### config.mk
export PLATFORM = sky130hd
export DESIGN_NAME = matmul_seq
export DESIGN_NICKNAME = d
export VERILOG_FILES = /design/src/rtl/matmul_pkg.sv /design/src/rtl/matmul_seq_skew.sv /design/src/rtl/matmul_seq.sv
export SDC_FILE = /design/constraint.sdc
export NUM_CORES = 1
export LEC_CHECK = 0
export ABC_AREA = 1
export CAP_MARGIN = 40
export CELL_PAD_IN_SITES_DETAIL_PLACEMENT = 2
export CELL_PAD_IN_SITES_GLOBAL_PLACEMENT = 2
export CORE_MARGIN = 2
export CORE_UTILIZATION = 30
export DETAILED_ROUTE_END_ITERATION = 8
export GPL_ROUTABILITY_DRIVEN = 1
export HOLD_SLACK_MARGIN = 0.12
export PLACE_DENSITY = 0.77
export SKIP_CTS_REPAIR_TIMING = 1
export SLEW_MARGIN = 20
export SYNTH_ARGS = -nofsm -noshare
export SYNTH_HDL_FRONTEND = slang
export SYNTH_SLANG_ARGS = --single-unit
### constraint.sdc
create_clock -name clk -period 5.2 [get_ports clk]
set_input_delay 1.04 -clock clk [delete_from_list [all_inputs] [get_ports clk]]
set_output_delay 1.04 -clock clk [all_outputs]
set_load 0.005 [all_outputs]
### src/rtl/matmul_pkg.sv
// Shared types and constants for the 2x2 systolic matmul sequencer.
package matmul_pkg;

    localparam int unsigned N           = 2;
    localparam int unsigned FEED_CYCLES = 2 * N - 1;
    localparam int unsigned NELEM       = N * N;
    localparam int unsigned STEP_W      = 2;

    // Row-major element positions within a latched 2x2 operand.
    localparam logic [1:0] IDX_00 = 2'd0;
    localparam logic [1:0] IDX_01 = 2'd1;
    localparam logic [1:0] IDX_10 = 2'd2;
    localparam logic [1:0] IDX_11 = 2'd3;

    typedef enum logic [2:0] {
        IDLE,
        LOAD,
        FEED,
        DRAIN,
        DONE
    } state_t;

endpackage

### src/rtl/matmul_seq_skew.sv
// Maps latched operands and a feed step to the skewed row/column streams:
// a_row_i = A[i][t-i], b_col_j = B[t-j][j], zero when the index falls outside 0..1.
module matmul_seq_skew
    import matmul_pkg::*;
#(
    parameter int unsigned DATA_W = 8
) (
    input  logic [DATA_W-1:0] la [NELEM],
    input  logic [DATA_W-1:0] lb [NELEM],
    input  logic [STEP_W-1:0] step,
    output logic [DATA_W-1:0] a_row0,
    output logic [DATA_W-1:0] a_row1,
    output logic [DATA_W-1:0] b_col0,
    output logic [DATA_W-1:0] b_col1
);

    // Select the diagonal wavefront of A and B for this step.
    always_comb begin
        a_row0 = '0;
        a_row1 = '0;
        b_col0 = '0;
        b_col1 = '0;
        case (step)
            2'd0: begin
                a_row0 = la[IDX_00];
                b_col0 = lb[IDX_00];
            end
            2'd1: begin
                a_row0 = la[IDX_01];
                a_row1 = la[IDX_10];
                b_col0 = lb[IDX_10];
                b_col1 = lb[IDX_01];
            end
            2'd2: begin
                a_row1 = la[IDX_11];
                b_col1 = lb[IDX_11];
            end
            default: ;
        endcase
    end

endmodule

### src/rtl/matmul_seq.sv
// Sequencer for one 2x2 multiply on an output-stationary systolic array:
// latches operands, clears PEs, feeds skewed streams, drains, pulses done.
// Optional MATMUL_SEQ_PERF_CNT_EN adds a saturating 16-bit op_count output.
module matmul_seq
    import matmul_pkg::*;
#(
    parameter int unsigned DATA_W       = 8,
    parameter int unsigned DRAIN_CYCLES = 2
) (
    input  logic              clk,
    input  logic              reset,
    input  logic [DATA_W-1:0] a0,
    input  logic [DATA_W-1:0] a1,
    input  logic [DATA_W-1:0] a2,
    input  logic [DATA_W-1:0] a3,
    input  logic [DATA_W-1:0] b0,
    input  logic [DATA_W-1:0] b1,
    input  logic [DATA_W-1:0] b2,
    input  logic [DATA_W-1:0] b3,
    input  logic              start,
    output logic              busy,
    output logic              done,
    output logic [DATA_W-1:0] a_row0,
    output logic [DATA_W-1:0] a_row1,
    output logic [DATA_W-1:0] b_col0,
    output logic [DATA_W-1:0] b_col1,
    output logic              pe_clear,
    output logic              feed_valid
`ifdef MATMUL_SEQ_PERF_CNT_EN
    ,
    output logic [15:0]       op_count
`endif
);

    localparam int unsigned       DCW        = (DRAIN_CYCLES > 1) ? $clog2(DRAIN_CYCLES) : 1;
    localparam logic [STEP_W-1:0] LAST_STEP  = STEP_W'(FEED_CYCLES - 1);
    localparam logic [DCW-1:0]    LAST_DRAIN = DCW'(DRAIN_CYCLES - 1);

    state_t              state, state_nx;
    logic [STEP_W-1:0]   step, step_nx;
    logic [DCW-1:0]      dcnt, dcnt_nx;
    logic [DATA_W-1:0]   la [NELEM];
    logic [DATA_W-1:0]   lb [NELEM];
    logic [DATA_W-1:0]   sk_a0, sk_a1, sk_b0, sk_b1;

    // Next-state, step and drain counter decisions.
    always_comb begin
        state_nx = state;
        step_nx  = step;
        dcnt_nx  = dcnt;
        case (state)
            IDLE: if (start) state_nx = LOAD;
            LOAD: begin
                state_nx = FEED;
                step_nx  = '0;
            end
            FEED: begin
                if (step == LAST_STEP) begin
                    dcnt_nx  = '0;
                    state_nx = (DRAIN_CYCLES == 0) ? DONE : DRAIN;
                end else begin
                    step_nx = step + 1'b1;
                end
            end
            DRAIN: begin
                if (dcnt == LAST_DRAIN) state_nx = DONE;
                else                    dcnt_nx  = dcnt + 1'b1;
            end
            DONE:    state_nx = IDLE;
            default: state_nx = IDLE;
        endcase
    end

    // Stream values come from the step about to be entered so they appear registered.
    matmul_seq_skew #(
        .DATA_W (DATA_W)
    ) u_skew (
        .la     (la),
        .lb     (lb),
        .step   (step_nx),
        .a_row0 (sk_a0),
        .a_row1 (sk_a1),
        .b_col0 (sk_b0),
        .b_col1 (sk_b1)
    );

    // State, counters and operand latch.
    always_ff @(posedge clk or negedge reset) begin
        if (!reset) begin
            state <= IDLE;
            step  <= '0;
            dcnt  <= '0;
            for (int unsigned i = 0; i < NELEM; i++) begin
                la[i] <= '0;
                lb[i] <= '0;
            end
        end else begin
            state <= state_nx;
            step  <= step_nx;
            dcnt  <= dcnt_nx;
            if (state == IDLE && start) begin
                la[0] <= a0;
                la[1] <= a1;
                la[2] <= a2;
                la[3] <= a3;
                lb[0] <= b0;
                lb[1] <= b1;
                lb[2] <= b2;
                lb[3] <= b3;
            end
        end
    end

    // Outputs decoded from the next state so each is a flop aligned with its state.
    always_ff @(posedge clk or negedge reset) begin
        if (!reset) begin
            busy       <= 1'b0;
            done       <= 1'b0;
            pe_clear   <= 1'b0;
            feed_valid <= 1'b0;
            a_row0     <= '0;
            a_row1     <= '0;
            b_col0     <= '0;
            b_col1     <= '0;
        end else begin
            busy       <= (state_nx != IDLE);
            done       <= (state_nx == DONE);
            pe_clear   <= (state_nx == LOAD);
            feed_valid <= (state_nx == FEED);
            if (state_nx == FEED) begin
                a_row0 <= sk_a0;
                a_row1 <= sk_a1;
                b_col0 <= sk_b0;
                b_col1 <= sk_b1;
            end else begin
                a_row0 <= '0;
                a_row1 <= '0;
                b_col0 <= '0;
                b_col1 <= '0;
            end
        end
    end

`ifdef MATMUL_SEQ_PERF_CNT_EN
    // Completed-operation counter, saturating at all ones.
    always_ff @(posedge clk or negedge reset) begin
        if (!reset)                                    op_count <= '0;
        else if (state == DONE && op_count != '1)      op_count <= op_count + 16'd1;
    end
`endif

endmodule

* After elaboration in Yosys (flattened, before gate mapping) *
Index checks and enable logic that the tools add are counted.

cells by class
  muxes and demuxes = 17
  eq/ne operators = 10
  add/sub/neg operators = 2
  reductions and logical operators = 6

operator list
  cell                                                             number
  8-bit one-hot mux with 2 select lines                            4
  8-bit 2-to-1 mux                                                 4
  3-bit one-hot mux with 4 select lines                            1
  3-bit by 2-bit == test with 1-bit output, second input constant  3
  3-bit 2-to-1 mux                                                 3
  3-bit by 1-bit == test with 1-bit output, second input constant  2
  2-bit == test, second input constant                             2
  2-bit one-hot mux with 2 select lines                            1
  3-bit == test, second input constant                             1
  3-bit logical NOT                                                1
  3-bit nonzero test                                               1
  2-bit by 1-bit adder with 2-bit output, second input constant    1
  2-bit by 1-bit == test with 1-bit output, second input constant  1
  2-bit logical NOT                                                1
  1-bit 2-to-1 mux                                                 2
  2-bit 2-to-1 mux                                                 1
  2-bit inequality test, second input constant                     1
  1-bit one-hot mux with 2 select lines                            1
  2-bit AND reduction                                              1
  2-bit nonzero test                                               1
  1-bit adder, second input constant                               1
  1-bit logical AND                                                1

storage, ports and cells
  input bits = 67
  output and inout bits = 36
  word-level logic and storage cells = 54
  register bits = 106

* Logic depth before layout (Yosys ltp) *
Gate-level depths: netlist of run 1.

  depth in word-level cells = 6
  gate-level depth with buffers = 11
  mapped depth without buffers = 9

* By module *
From an unflattened synthesis of run 1, not the netlist that was laid out.

unflattened totals
  cells, all modules = 524
  area, all modules = 4580.6 µm²

modules (own cells, without submodules)
  module           instances  cells each  area an instance (µm²)
  matmul_seq       1          414         4097.7
  matmul_seq_skew  1          110         483.0

* Worst setup path before layout of run 1 *
No wires, ideal clock.

  kind = reg2reg
  start point = register step[1]
  end point = register a_row1[0]
  library setup time = 69 ps
  slack = 3244 ps
  required time = 5131 ps
  cell stages (with the launch flop) = 11
  arrival time = 1887 ps
  clock period less this slack = 1956 ps
  cells stage by stage = dfrtp_1 > inv_1 > ha_1 > inv_1 > o22ai_1 > inv_1 > ha_1 > buf_1 > clkbuf_1 > nand2_1 > nor2_2

between the ends
  longest elaborated chain between the ends = 6
  elaborated cells on any way between the ends = 11
  those cells by class = 1 x add/sub; 4 x eq/ne; 6 x mux

RTL lines
  what                                                                       line                                text
  from (decl)                                                                matmul_seq.sv:40                    logic [STEP_W-1:0] step, step_nx;
  from (signal assigned)                                                     matmul_seq.sv:99                    step <= step_nx;
  2-bit by 1-bit adder with 2-bit output or 2-bit == test (tied branches)    matmul_seq.sv:62, matmul_seq.sv:58
  2-bit 2-to-1 mux                                                           matmul_seq.sv:58                    if (step == LAST_STEP) begin
  2-bit one-hot mux with 2 select lines (*)                                  matmul_seq.sv:51                    case (state)
  via step_nx[1]                                                             matmul_seq.sv:40
  2-bit == test or 2-bit by 1-bit == test with 1-bit output (tied branches)  matmul_seq_skew.sv:23               case (step)
  8-bit one-hot mux with 2 select lines (*)                                  matmul_seq_skew.sv:23
  8-bit 2-to-1 mux (*)                                                       matmul_seq.sv:130                   if (state_nx == FEED) begin
  to (signal assigned)                                                       matmul_seq.sv:132                   a_row1 <= sk_a1;
  to (decl)                                                                  matmul_seq.sv:24                    output logic [DATA_W-1:0] a_row1,

The timed path passes the listed nets; every way through them passes the cells marked *.
A chain may end at the register's enable or synchronous reset.

* Worst setup path in the final report of run 1 *
  start point = input port start
  end point = register a_row0[4]

between the ends
  longest elaborated chain between the ends = 4

RTL lines
  what                                      line               text
  from (decl)                               matmul_seq.sv:20   input logic start,
  3-bit 2-to-1 mux                          matmul_seq.sv:52   IDLE: if (start) state_nx = LOAD;
  3-bit one-hot mux with 4 select lines     matmul_seq.sv:51
  3-bit by 2-bit == test with 1-bit output  matmul_seq.sv:130
  8-bit 2-to-1 mux                          matmul_seq.sv:130
  to (signal assigned)                      matmul_seq.sv:131  a_row0 <= sk_a0;
  to (decl)                                 matmul_seq.sv:23   output logic [DATA_W-1:0] a_row0,

Every way passes these cells.

==> impl_metrics.json, run 1 <==
{
  "routed-via-count": 3382,
  "startpoint_type": "input port",
  "antenna_cells": 0,
  "relSlewSlack_pct": 50.49,
  "r2r-start": "state[2]",
  "fin_skew_ps": 9.225,
  "syn2layout_area_growth_pct": 33.00,
  "drtIter0Drc": 135,
  "numCtsBuffers": 9,
  "grt_pass1_vias": 3919,
  "nNetsFinal": 622,
  "outcome": "completed",
  "final-max-slew-violation-count": 0,
  "crit_family": "simple AND/OR/NAND/NOR gates",
  "cts_sinks": 106,
  "maxCapViolCount": 0,
  "period_needed_ps": 2925,
  "syn-cell-area_sq_um": 4349,
  "min_period_over_period_pct": 56.25,
  "critPathMaxStageDelay_ps": 680,
  "portBuffers": 102,
  "rrSetupSlack_ps": 2830,
  "fin_ws_ps": 2275,
  "yosysSeqAreaShare_pct": 60.99,
  "p_leak_nw": 2.832,
  "fill_cells": 1530,
  "hold_viol_final": 0,
  "initial_utilization_pct": 30.27,
  "clk_transition_reported_paths_ps": 70,
  "wirelength_microns": 12390,
  "io_pins": 103,
  "internal_power_mw": 2.170,
  "setup_tns_ps": 0,
  "clock_latency_ps": 350,
  "swShare_pct": 39.37,
  "setup.worst_path.end_class": "flop",
  "hold_ws_ps": 482.6,
  "synth.distinct_cells": 20,
  "wl_per_cell_microns": 16.79,
  "final_util_pct": 40.26,
  "crit_fanout": 67,
  "drc_errors": 0,
  "p_seq_share_pct": 38.2,
  "grt_overflow": 0,
  "cp.arrival_ps": 3160,
  "dr.pass1.iters": 4,
  "cp.required_ps": 5440,
  "die_area_sq_um": 15480,
  "dpl.hpwl_microns": 8514,
  "routabilityCongestion": 0.7435,
  "critPathKind": "in2reg",
  "worst_ir_drop_vdd_mv": 0.2599,
  "dpl_worst_slack_ps": 1852,
  "synth_warnings": 0,
  "place_inst": 722,
  "worstReg2RegEnd": "a_row0[4]",
  "htreeDepth": 3,
  "switching_power_mw": 1.409,
  "antenna_found_initial": 0,
  "netlist_instances": 457,
  "clkPwrFrac_pct": 19.3,
  "grt_max_degree": 68,
  "final_cell_area_sq_um": 5784,
  "cts-root-buf": "clkbuf_16",
  "die_h_microns": 124.4,
  "combPwrFrac_pct": 42.5,
  "p_per_area_nw_per_um2": 618.8,
  "syn_nets": 529,
  "tightest_slew_ps": 741.2,
  "hold_class": "reg2reg",
  "dpl_cell_area_sq_um": 5479,
  "via_per_inst": 4.583,
  "max_freq_mhz": 341.9,
  "grt_usage_pct": 16.90,
  "p_total_mw": 3.579,
  "r2r_cells": 9,
  "finalNonFillerCells": 738,
  "avgSynthCellArea_sq_um": 9.517,
  "worst-path-buf-inv": 2,
  "rsz0062_at_grt": "no",
  "slowest_stage": "nand4_4",
  "grt_pass1_wl_microns": 20630,
  "cp_cell_sequence": "clkdlybuf4s50_1, nand3_2, buf_4, nand4_4, nor2_1",
  "critPathLaunch": "start",
  "rows": 44,
  "crit_cells": 5,
  "cts.path.max_buffers": 2,
  "cts_tree": "yes",
  "setup_violations": 0,
  "drive_above_1_share_pct": 8.484,
  "drtAntennaViolNets": 0,
  "ys_seq_elements": 106,
  "crit_end": "a_row0[4]",
  "core_area_sq_um": 14370,
  "die_w_microns": 124.4
}
## metal layers
| layer | routed length [microns] | global-route usage [%] | vias up | part of all wire [%] |
|---|---|---|---|---|
| li1 | - | - | 1592 | - |
| met1 | 5500 | 21.13 | 1699 | 44 |
| met2 | 6190 | 29.03 | 77 | 50 |
| met3 | 479 | 3.780 | 14 | 3.9 |
| met4 | 218 | 5.486 | 0 | 1.8 |
| met5 | 0 | 0 | - | 0 |
## synthesized netlist by cell type (all sizes together)
cell    number  area share, %
nand2      215             19
dfrtp      106             61
nor2        35            4.2
a22o        32            6.4
inv         29            2.5
buf         21            3.7
clkbuf       5           0.43
ha           5            1.4
nand3        4           0.58
nand4        2           0.63
o22ai        2           0.29
o21ai        1           0.11
## power groups by stage
stage / registers [mW] / clock network (mW) / logic (mW)
floorplan: 1.32 / 0 / 1.02
CTS: 1.37 / 0.706 / 1.55
detailed placement: 1.38 / 0 / 1.54
finish: 1.37 / 0.692 / 1.52
global placement: 1.36 / 0 / 1.43
global route: 1.41 / 0.740 / 1.71
## cells by family after synthesis
kind of cell | synth area share (%)
AOI/OAI and AO/OA | 6.847
adders and majority gates | 1.438
and+or+nand+nor | 24.05
DFF | 60.99
buffers and inverters | 6.674
## worst register-to-register path, cell delays in order, from the launching register on
cell and delay [ps]:
dfrtp_1 410, inv_1 80, nand3_1 170, nand2_2 110, o22ai_1 260, ha_1 430, buf_4 400, a22o_1 220
inv_1 40, nor2_1 130
## how the worst min path moves through the flow
stage	from	end	cells past startpoint
after floorplan	la[0]	la[0]	2
after global placement	lb[3]	lb[3]	2
after detailed placement	lb[17]	lb[17]	2
after CTS	lb[17]	lb[17]	2
after global routing	la[31]	la[31]	2
final	la[31]	la[31]	2
## sequential cells by signal (all words and copies together) (netlist names)
name	flops
la	32
lb	32
a_row0	8
a_row1	8
b_col0	8
b_col1	8
state	3
step	2
busy	1
dcnt	1
done	1
feed_valid	1
pe_clear	1
## cell usage in the layout (no fill, tap or decap), types with 2 or more instances in the layout
cell             count
inv_1               28
clkbuf_16            9
nor2_2              21
ha_1                 5
clkinvlp_4           2
buf_4                4
clkdlybuf4s50_1    101
dfrtp_1            106
a22o_1              32
o22ai_1              2
nor2_1              14
buf_12               2
nand2_1            214
clkinv_2             2
nand3_1              3
## area by class of cell
cell class / count / area (sq um) / area share (%)
Timing Repair Buffer: 108 / 1092 / 18.88
Multi-Input combinational cell: 296 / 1406 / 24.31
Clock inverter: 5 / 55.05 / 0.9518
Clock buffer: 10 / 239.0 / 4.132
Tap cell: 184 / 230.2 / 3.980
Sequential cell: 106 / 2653 / 45.86
Inverter: 29 / 108.9 / 1.882
(Power assumes the default switching activity.)
==> run 2, diff against run 1 <==
--- a/config.mk
+++ b/config.mk
@@ -10,11 +10,11 @@
 export CELL_PAD_IN_SITES_DETAIL_PLACEMENT = 2
 export CELL_PAD_IN_SITES_GLOBAL_PLACEMENT = 2
 export CORE_MARGIN = 2
-export CORE_UTILIZATION = 30
+export CORE_UTILIZATION = 27
 export DETAILED_ROUTE_END_ITERATION = 8
 export GPL_ROUTABILITY_DRIVEN = 1
 export HOLD_SLACK_MARGIN = 0.12
-export PLACE_DENSITY = 0.77
+export PLACE_DENSITY = 0.73
 export SKIP_CTS_REPAIR_TIMING = 1
 export SLEW_MARGIN = 20
 export SYNTH_ARGS = -nofsm -noshare
==> constraint.sdc (replaced) <==
create_clock -name clk -period 2.47 [get_ports clk]
set_input_delay 0.494 -clock clk [delete_from_list [all_inputs] [get_ports clk]]
set_output_delay 0.494 -clock clk [all_outputs]
set_load 0.005 [all_outputs]
==> run 2 against run 1 <==
  * Combinational power rose by 120%
  * Cell count rose by 5.0%
  * Power rose by 110%
  * Utilization fell by 3.1 points
  * Die area rose by 11%
  * Design area rose by 1.6%
  * Critical path type is now reg2reg
  * Critical endpoint is now b_col1[2]
  * Highest routed layer unchanged
==> impl_metrics.json, run 2 (same netlist as run 1, synthesis figures left out) <==
{
  "outcome": "completed",
  "grt_pass1_vias": 3822,
  "clock_latency_ps": 340,
  "max_freq_mhz": 428.8,
  "cp.arrival_ps": 2600,
  "io_pins": 103,
  "p_leak_nw": 2.863,
  "maxCapViolCount": 0,
  "dpl_worst_slack_ps": 184.8,
  "grt_usage_pct": 15.21,
  "die_area_sq_um": 17140,
  "startpoint_type": "flop",
  "cts-root-buf": "clkbuf_16",
  "drc_errors": 0,
  "antenna_cells": 0,
  "min_period_over_period_pct": 94.41,
  "critPathKind": "reg2reg",
  "hold_viol_final": 0,
  "nNetsFinal": 626,
  "final_cell_area_sq_um": 5879,
  "setup.worst_path.end_class": "flop",
  "routabilityCongestion": 0.7242,
  "grt_overflow": 0,
  "dpl_cell_area_sq_um": 5552,
  "grt_pass1_wl_microns": 19660,
  "r2r-start": "state[2]",
  "place_inst": 758,
  "p_total_mw": 7.652,
  "portBuffers": 102,
  "r2r_cells": 8,
  "drtIter0Drc": 114,
  "htreeDepth": 3,
  "crit_fanout": 16,
  "wirelength_microns": 12130,
  "cp.required_ps": 2740,
  "die_w_microns": 130.9,
  "hold_ws_ps": 141.7,
  "rows": 46,
  "numCtsBuffers": 9,
  "drtAntennaViolNets": 0,
  "routed-via-count": 3343,
  "layout_common_cells": "214 x nand2_1, 106 x dfrtp_1, 101 x clkdlybuf4s50_1, 32 x a22o_1, 28 x inv_1",
  "period_needed_ps": 2332,
  "setup_tns_ps": 0,
  "final-max-slew-violation-count": 0,
  "final_util_pct": 37.15,
  "dr.pass1.iters": 4,
  "grt_max_degree": 46,
  "rrSetupSlack_ps": 140,
  "p_per_area_nw_per_um2": 1301,
  "wl_per_cell_microns": 15.65,
  "crit_end": "b_col1[2]",
  "rsz0062_at_grt": "yes",
  "cts_sinks": 106,
  "fin_skew_ps": 7.026,
  "hold_class": "in2async",
  "initial_utilization_pct": 27.48,
  "cts.path.max_buffers": 2,
  "relSlewSlack_pct": 46.90,
  "antenna_found_initial": 0,
  "top_regs": "la x32, lb x32",
  "cts_tree": "yes",
  "clk_transition_reported_paths_ps": 70,
  "setup_violations": 0,
  "tightest_slew_ps": 796.6,
  "syn2layout_area_growth_pct": 35.18,
  "die_h_microns": 130.9,
  "dpl.hpwl_microns": 8406,
  "final_common_cell": "nand2_1",
  "worstReg2RegEnd": "b_col1[2]",
  "core_area_sq_um": 15830,
  "fin_ws_ps": 138.0,
  "via_per_inst": 4.314,
  "worst_ir_drop_vdd_mv": 0.4483,
  "critPathLaunch": "state[2]",
  "drive_above_1_share_pct": 9.302,
  "finalNonFillerCells": 775
}
[run 2: layout make-up]
class	count	area, sq um
clock buffers	14	284.0
well taps	216	270.3
repair buffers	112	1139
multi-input cells	296	1409
inverters	29	108.9
flip-flops and latches	106	2653
fillers	1736	9948
clock inverters	2	16.27
[run 2: worst min-delay path by stage]
| stage | startpoint | endpoint | slack (ps) | depth (start not counted) |
|---|---|---|---|---|
| global placement | la[27] | la[27] | 460 | 2 |
| detailed placement | lb[10] | lb[10] | 470 | 2 |
| CTS | reset | pe_clear | 170 | 1 |
| floorplan | reset | a_row0[0] | 200 | 0 |
| finish | reset | pe_clear | 140 | 1 |
| global route | reset | pe_clear | 190 | 1 |
[run 2: worst max-delay path, cell delays in order, from the launching register on]
cell and delay [ps]:
dfrtp_1 420, inv_1 90, nand3_1 200, nand2_2 130, o22ai_1 270, ha_1 710, a22o_1 240, nand2_1 70
nor2_2 110
[run 2: power breakdown]
group	leakage (nW)	switching, mW	internal [mW]
Clock	0.146	0.630	0.799
Sequential	1.36	0.401	2.47
Combinational	1.36	1.93	1.43
Total	2.86	2.96	4.70
[run 2: routing by layer]
metal	vias to the layer above	part of all wire, %	track usage, %
li1	1601	-	-
met4	0	1.3	5.069
met3	12	4.1	2.647
met5	-	0	0
met1	1658	44	19.01
met2	72	51	26.72
==> run 3, diff against run 2 <==
--- a/config.mk
+++ b/config.mk
@@ -10,11 +10,11 @@
 export CELL_PAD_IN_SITES_DETAIL_PLACEMENT = 2
 export CELL_PAD_IN_SITES_GLOBAL_PLACEMENT = 2
 export CORE_MARGIN = 2
-export CORE_UTILIZATION = 27
+export CORE_UTILIZATION = 30
 export DETAILED_ROUTE_END_ITERATION = 8
 export GPL_ROUTABILITY_DRIVEN = 1
 export HOLD_SLACK_MARGIN = 0.12
-export PLACE_DENSITY = 0.73
+export PLACE_DENSITY = 0.77
 export SKIP_CTS_REPAIR_TIMING = 1
 export SLEW_MARGIN = 20
 export SYNTH_ARGS = -nofsm -noshare
==> constraint.sdc (replaced) <==
create_clock -name clk -period 2.85 [get_ports clk]
set_input_delay 0.57 -clock clk [delete_from_list [all_inputs] [get_ports clk]]
set_output_delay 0.57 -clock clk [all_outputs]
set_load 0.005 [all_outputs]
==> run 3 against run 2 <==
  * Utilization increased by 3.1 points
  * Wire length increased by 0.23%
  * Clock-buffer cell count decreased by 3
  * Design area decreased by 1.7%
  * Maximum frequency decreased by 10%
  * Cell count decreased by 4.6%
==> impl_metrics.json, run 3 (same netlist as run 1, synthesis figures left out) <==
{
  "outcome": "completed",
  "cp_cell_sequence": "inv_1, nand3_1, nand2_2, o22ai_1, ha_1, buf_4, a22o_1, nand2_1, nor2_2",
  "drtAntennaViolNets": 0,
  "syn2layout_area_growth_pct": 32.83,
  "grt_overflow": 0,
  "period_needed_ps": 2590,
  "top_regs": "la x32, lb x32",
  "cts_sinks": 106,
  "grt_usage_pct": 16.68,
  "fin_skew_ps": 8.663,
  "hold_viol_final": 0,
  "core_area_sq_um": 14370,
  "htreeDepth": 3,
  "final_common_cell": "nand2_1",
  "p_total_mw": 6.445,
  "dr.pass1.iters": 4,
  "rows": 44,
  "critPathKind": "reg2reg",
  "antenna_cells": 0,
  "via_per_inst": 4.568,
  "io_pins": 103,
  "grt_max_degree": 56,
  "cp.arrival_ps": 2850,
  "p_leak_nw": 2.829,
  "p_per_area_nw_per_um2": 1116,
  "relSlewSlack_pct": 46.71,
  "layout_common_cells": "214 x nand2_1, 106 x dfrtp_1, 101 x clkdlybuf4s50_1, 32 x a22o_1, 28 x inv_1",
  "internal_power_mw": 3.888,
  "die_w_microns": 124.4,
  "wirelength_microns": 12160,
  "die_area_sq_um": 15480,
  "setup_tns_ps": 0,
  "clkPwrFrac_pct": 18.7,
  "portBuffers": 102,
  "setup_violations": 0,
  "drive_above_1_share_pct": 8.649,
  "cp.required_ps": 3110,
  "worst_ir_drop_vdd_mv": 0.3812,
  "initial_utilization_pct": 30.27,
  "multi_input_area_sq_um": 1406,
  "antenna_found_initial": 0,
  "nNetsFinal": 622,
  "worst-path-buf-inv": 2,
  "grt_pass1_wl_microns": 20530,
  "max_freq_mhz": 386.1,
  "dpl.hpwl_microns": 8309,
  "crit_fanout": 18,
  "cts.path.max_buffers": 2,
  "clock_latency_ps": 350,
  "drtIter0Drc": 94,
  "tightest_slew_ps": 799.3,
  "p_seq_share_pct": 38.8,
  "crit_family": "adder cells",
  "drc_errors": 0,
  "switching_power_mw": 2.557,
  "die_h_microns": 124.4,
  "seq_area_sq_um": 2653,
  "final-max-slew-violation-count": 0,
  "numCtsBuffers": 9,
  "hold_class": "in2async",
  "fill_cells": 1575,
  "critPathMaxStageDelay_ps": 680,
  "routed-via-count": 3376,
  "cts_tree": "yes",
  "setup.worst_path.end_class": "flop",
  "clk_transition_reported_paths_ps": 70,
  "swShare_pct": 39.67,
  "slowest_stage": "ha_1",
  "wl_per_cell_microns": 16.45,
  "startpoint_type": "flop",
  "rsz0062_at_grt": "no",
  "cts-root-buf": "clkbuf_16",
  "combPwrFrac_pct": 42.5,
  "grt_pass1_vias": 3964,
  "routabilityCongestion": 0.7837,
  "maxCapViolCount": 0,
  "min_period_over_period_pct": 90.89
}
==> run 3: changes by cell type in the layout (fill, tap and decap cells not counted), sizes merged <==
cell | before | now
clkinvlp | 1 | 2
clkbuf | 14 | 11
clkinv | 0 | 2
buf | 11 | 7
==> run 3: path summary, 6_finish.rpt <==
kind	start	endpoint	slack (ps)	depth (start not counted)
setup / recovery	state[2]	b_col1[3]	260	9
hold / removal	reset	b_col1[7]	170	1
setup reg to reg	state[2]	b_col1[3]	260	9
hold reg to reg	lb[25]	lb[25]	490	2
max in group asynchronous	reset	lb[25]	2010	2
min in group clk	lb[25]	lb[25]	490	2
==> run 3: cell type report <==
cell class | instances | area share, %
flip-flops and latches | 106 | 45.92
multi-input cells | 296 | 24.34
repair buffers | 108 | 18.84
clock buffers | 11 | 4.375
well taps | 184 | 3.985
inverters | 29 | 1.884
clock inverters | 5 | 0.6498
==> run 3: stage by stage <==
step / setup slack, ps / hold slack (ps) / instance area, sq um / util (%) / cells
detailed placement: 295.2 / 472.1 / 5487 / 38.18 / 723
CTS: 186.1 / 191.5 / 5777 / 40.20 / 739
global route: 18.82 / 204.2 / 5777 / 40.20 / 739
finish: 259.7 / 172.4 / 5777 / 40.20 / 739
floorplan: 893.7 / 274.4 / 4349 / - / 457
global placement: 479.6 / 462.3 / 5487 / 38.18 / 723
==> run 3: metal layers <==
layer	global-route usage, %	vias up	wire (microns)
met4	4.957	0	144
li1	-	1595	-
met2	28.99	73	6222
met1	20.72	1698	5322
met5	0	-	0
met3	3.780	10	471
==> run 3: power by group through the flow <==
stage / combinational [mW] / sequential (mW) / clock, mW
6_report: 2.74 / 2.50 / 1.21
3_3_place_gp: 2.63 / 2.49 / 0
5_1_grt: 3.10 / 2.58 / 1.31
4_1_cts: 2.83 / 2.51 / 1.24
3_5_place_dp: 2.79 / 2.52 / 0
2_1_floorplan: 1.86 / 2.41 / 0
